[config.mk]
export PLATFORM = sky130hd
export DESIGN_NAME = dsp_add32
export DESIGN_NICKNAME = d
export VERILOG_FILES = /design/src/rtl/dsp_add32.sv
export SDC_FILE = /design/constraint.sdc
export NUM_CORES = 1
export LEC_CHECK = 0
export ABC_AREA = 1
export BUFFER_PORTS_ARGS = -buffer_cell sky130_fd_sc_hd__buf_2
export CAP_MARGIN = 25
export CORE_MARGIN = 3
export CORE_UTILIZATION = 50
export CTS_CLUSTER_SIZE = 28
export DETAILED_ROUTE_END_ITERATION = 8
export PLACE_DENSITY = 0.84
export SLEW_MARGIN = 5
export SYNTH_ARGS = -nofsm -noshare
export SYNTH_HDL_FRONTEND = slang
export SYNTH_SLANG_ARGS = --single-unit
[constraint.sdc]
create_clock -name clk -period 4 [get_ports clk]
set_input_delay 0.8 -clock clk [delete_from_list [all_inputs] [get_ports clk]]
set_output_delay 0.8 -clock clk [all_outputs]
set_load 0.05 [all_outputs]
[src/rtl/dsp_add32.sv]
// ---------------------------------------------------------------------------
// dsp_add32
//   32-bit unsigned adder with carry-in/carry-out, styled after the iCE40
//   SB_MAC16 32-bit add mode. The sum is built from two 16-bit halves joined
//   by an internal carry, so it matches a flat 33-bit add bit for bit.
//   There is an optional input register stage and an optional output register
//   stage. Latency is IN_REG + OUT_REG cycles.
//
// Parameters
//   IN_REG   1 = register AB/CD/carryin (and sub) on clk, 0 = pass through
//   OUT_REG  1 = register O/carryout on clk,               0 = combinational
//
// Ports
//   clk       in   1   single clock, rising edge
//   rst       in   1   asynchronous, active-high reset (clears every register)
//   ce        in   1   clock enable shared by all register stages
//   AB        in   32  operand A
//   CD        in   32  operand B
//   carryin   in   1   carry into bit 0
//   sub       in   1   (DSP_ADD32_SUB_EN only) 1 = AB + ~CD + carryin
//   O         out  32  sum[31:0]
//   carryout  out  1   carry out of bit 31
//
// Configuration macro
//   DSP_ADD32_SUB_EN  when defined, adds the `sub` input. For AB-CD drive
//                     carryin=1; carryout=1 then means "no borrow".
// ---------------------------------------------------------------------------
module dsp_add32 #(
  parameter bit IN_REG  = 1'b1,
  parameter bit OUT_REG = 1'b1
) (
  input  logic        clk,
  input  logic        rst,
  input  logic        ce,
  input  logic [31:0] AB,
  input  logic [31:0] CD,
  input  logic        carryin,
`ifdef DSP_ADD32_SUB_EN
  input  logic        sub,
`endif
  output logic [31:0] O,
  output logic        carryout
);

  // 16-bit slice add; bit 16 of the result is the carry out of the slice.
  function automatic logic [16:0] add16(input logic [15:0] a,
                                        input logic [15:0] b,
                                        input logic        c);
    add16 = {1'b0, a} + {1'b0, b} + {16'd0, c};
  endfunction

  logic        sub_in_s;
  logic [31:0] ab_r;
  logic [31:0] cd_r;
  logic        cin_r;
  logic        sub_r;
  logic [31:0] ab_s;
  logic [31:0] cd_s;
  logic        cin_s;
  logic        sub_s;
  logic [31:0] cd_eff_s;
  logic [16:0] lo_s;
  logic [16:0] hi_s;
  logic [31:0] sum_s;
  logic        cout_s;
  logic [31:0] o_r;
  logic        co_r;

`ifdef DSP_ADD32_SUB_EN
  assign sub_in_s = sub;
`else
  // Add-only build: the subtract control is tied off.
  assign sub_in_s = 1'b0;
`endif

  // Input stage: captures the operand set on each enabled edge.
  always_ff @(posedge clk or posedge rst) begin
    if (rst) begin
      ab_r  <= 32'd0;
      cd_r  <= 32'd0;
      cin_r <= 1'b0;
      sub_r <= 1'b0;
    end else if (ce) begin
      ab_r  <= AB;
      cd_r  <= CD;
      cin_r <= carryin;
      sub_r <= sub_in_s;
    end
  end

  // Selects registered or direct operands depending on IN_REG.
  always_comb begin
    ab_s  = AB;
    cd_s  = CD;
    cin_s = carryin;
    sub_s = sub_in_s;
    if (IN_REG) begin
      ab_s  = ab_r;
      cd_s  = cd_r;
      cin_s = cin_r;
      sub_s = sub_r;
    end else begin
      ab_s  = AB;
      cd_s  = CD;
      cin_s = carryin;
      sub_s = sub_in_s;
    end
  end

  // Two chained 16-bit halves; the low-half carry feeds the high half.
  always_comb begin
    cd_eff_s = cd_s;
    if (sub_s) begin
      cd_eff_s = ~cd_s;
    end else begin
      cd_eff_s = cd_s;
    end
    lo_s   = add16(ab_s[15:0],  cd_eff_s[15:0],  cin_s);
    hi_s   = add16(ab_s[31:16], cd_eff_s[31:16], lo_s[16]);
    sum_s  = {hi_s[15:0], lo_s[15:0]};
    cout_s = hi_s[16];
  end

  // Output stage: holds the last enabled result.
  always_ff @(posedge clk or posedge rst) begin
    if (rst) begin
      o_r  <= 32'd0;
      co_r <= 1'b0;
    end else if (ce) begin
      o_r  <= sum_s;
      co_r <= cout_s;
    end
  end

  // Selects registered or combinational result depending on OUT_REG.
  always_comb begin
    O        = sum_s;
    carryout = cout_s;
    if (OUT_REG) begin
      O        = o_r;
      carryout = co_r;
    end else begin
      O        = sum_s;
      carryout = cout_s;
    end
  end

endmodule

==> results.sh <==
export IMPL_crit_type="flip-flop to flip-flop"
export IMPL_muxShareOfSynthArea_pct=0
export IMPL_grt_max_degree=94
export IMPL_numPortBuffers=100
export IMPL_drv_cap=0
export IMPL_hold_class="primary input to async pin"
export IMPL_synth_most_common_cell="nand2_1"
export IMPL_period_share_pct=84.1
export IMPL_grt_pass1_vias=4787
export IMPL_yosys_warnings=0
export IMPL_synth_top_cell_by_area="dfrtp_1"
export IMPL_crit_arrival_ns=3.62
export IMPL_synth_seq_cells=98
export IMPL_run_status="finished clean"
export IMPL_p_per_area_nw_per_um2=438
export IMPL_synth_distinct_cells=28
export IMPL_skew_ns=0.0147
export IMPL_setup_viol=0
export IMPL_dieArea_um2=12400
export IMPL_synthSimpleGateAreaFrac_pct=34.9
export IMPL_core_area_um2=10600
export IMPL_grt_overflow_total=0
export IMPL_synth_ff_type="dfrtp_1"
export IMPL_syn_inst=778
export IMPL_hpwl_mm=9.06
export IMPL_post_route_drc_count=0
export IMPL_cts_made_buffers=9
export IMPL_layout_drive_gt1_share_pct=14.7
export IMPL_cts_hold_buf=0
export IMPL_cts_resized=0
export IMPL_startpoint_type="flip-flop"
export IMPL_cts_tree="yes"
export IMPL_vias=4848
export IMPL_post_cts_setup_buffers=0
export IMPL_synth_top_family_by_area="simple AND/OR/NAND/NOR gates"
export IMPL_insertion_delay_ns=0.37
export IMPL_yosys_top_cells_area="dfrtp_1 44%, nand2_1 27%, ha_1 6.8%"
export IMPL_wirelength_mm=12.3
export IMPL_whs_ns=0.369
export IMPL_area_growth_pct=14.2
export IMPL_start_util_pct=52.7
export IMPL_leakagePower_uw=0.00377
export IMPL_fin_ws_ns=0.635
export IMPL_grt_usage_pct=20.6
export IMPL_hold_viol_final=0
export IMPL_synth_xor_area_share_pct=0.945
export IMPL_cts_buffer_depth=2
export IMPL_fmax_mhz=297
export IMPL_worst_pin_slew_ns=0.928
export IMPL_vdd_drop_max_v=0.000291
export IMPL_slew_viol_final=0
export IMPL_cts_max_level=3
export IMPL_synth_compound_area_share_pct=3.92
export IMPL_cts_root_buf="clkbuf_8"
export IMPL_period_minus_slack_ns=3.36
export IMPL_synth_edf_count=0
export IMPL_synthTopCellsByCount="395 x nand2_1, 98 x dfrtp_1, 91 x inv_1, 35 x nand3_1, 30 x ha_1"
export IMPL_ys_async_sr_fraction_pct=100
export IMPL_grt_pass1_wl_mm=21.2
export IMPL_vias_per_cell=4.80
export IMPL_yosysTopAreaCellShare_pct=44.1
export IMPL_cts_reportedPaths_clkPinSlew_ns=0.09
export IMPL_avgRoutedWirePerCell_um=12.2
export IMPL_firstDrtPassIters=4
export IMPL_yosysSeqAreaShare_pct=44.1
export IMPL_slew_headroom_pct=38.1
export IMPL_postRouteAntennaNets=0
export IMPL_drt_iter0_markers=193
export IMPL_diodes=0
export IMPL_synth_avg_cell_area_um2=7.15
export IMPL_die_width_um=111
export IMPL_routabilityCongestion=0.946
export IMPL_fin_setup_tns_ns=0
export IMPL_rows=37
export IMPL_numClockSinks=98
export IMPL_pin_count=101
export IMPL_final_nets=975
export IMPL_antenna_found_initial=0
export IMPL_synth_adder_area_share_pct=8.19
export IMPL_synth_nets=880
export IMPL_crit_required_ns=4.26
export IMPL_dp_slack_ns=0.695
export IMPL_syn_area_um2=5560
export IMPL_nFillCells=1014
export IMPL_rsz0062_at_grt="false"
export IMPL_worstPathMaxFanout=4
export IMPL_crit_path_end_kind="flip-flop"
export IMPL_die_height_um=111
[power by group]
group / leakage, µW / switching (µW) / internal, µW
registers: 0.00119 / 78.7 / 1130
clock network: 0.0000722 / 316 / 216
logic: 0.00251 / 734 / 306
[cell type report]
class / count / area (µm²) / area share, %
multi-input cells: 567 / 2670 / 42.0
flip-flops and latches: 98 / 2450 / 38.6
repair buffers: 105 / 571 / 8.99
inverters: 92 / 348 / 5.48
well taps: 136 / 170 / 2.68
clock buffers: 12 / 135 / 2.13
clock inverters: 1 / 5.00 / 0.0788
[metrics by stage]
step	total power, µW	area (µm²)	util (%)	std cells
after floorplan	2000	5560	-	778
after global routing	2960	6350	60.1	1011
after CTS	2800	6320	59.9	1010
final	2780	6350	60.1	1011
after global placement	2240	6180	58.6	997
after detailed placement	2270	6180	58.6	997
[path summary, 6_finish.rpt]
kind                                from       end  slack, ns  cells after the start
worst min register to register  cd_r[31]  cd_r[31]       0.48                      2
worst min-delay path                 rst   cd_r[1]       0.37                      2
max in group asynchronous            rst   ab_r[9]       2.86                      4
worst max-delay path             ab_r[0]     O[28]       0.64                     20
min in group clk                cd_r[31]  cd_r[31]       0.48                      2
worst max register to register   ab_r[0]     O[28]       0.64                     20
[flip-flops by register name, summed over array words and instances, names as in the netlist]
signal,count
ab_r,32
O,32
carryout,1
cd_r,32
cin_r,1
[critical path: stages, from the launching register on]
cell	delay [ns]
dfrtp_1	0.33
inv_1	0.06
fa_1	0.41
inv_1	0.12
fa_1	0.22
nand2_1	0.08
nand2_1	0.09
and2_4	0.16
nand3_2	0.07
nand3_1	0.11
a21oi_1	0.10
fa_1	0.43
fa_1	0.37
inv_1	0.11
nand3_1	0.08
nand3_1	0.13
nand3_1	0.11
nand3_1	0.10
nand2_1	0.05
nand3_1	0.06
nand2_1	0.06
[per-layer routing]
| layer | GRT usage [%] | wire length (µm) | vias to the layer above |
|---|---|---|---|
| li1 | - | - | 2553 |
| met1 | 24.2 | 5280 | 2179 |
| met2 | 38.1 | 6300 | 99 |
| met3 | 4.02 | 537 | 17 |
| met4 | 6.24 | 214 | 0 |
| met5 | 0 | 0 | - |
[cells in the final DEF (no fill, tap or decap), drive strengths merged]
cell type,count
nand2,401
buf,105
dfrtp,98
inv,92
nand3,37
ha,30
nor2,26
o21ai,22
a21oi,20
clkbuf,12
nor3,7
xnor2,6
or2,5
nand3b,4
fa,4
nand4,2
and2,2
o31ai,1
clkinv,1
[kinds of logic after synthesis]
family | count (synthesis)
compound gates | 43
xor+xnor | 6
fa+ha+maj | 34
flops | 98
buf+inv | 113
simple gates | 484
Note: power is estimated with default switching activity, not from simulation.
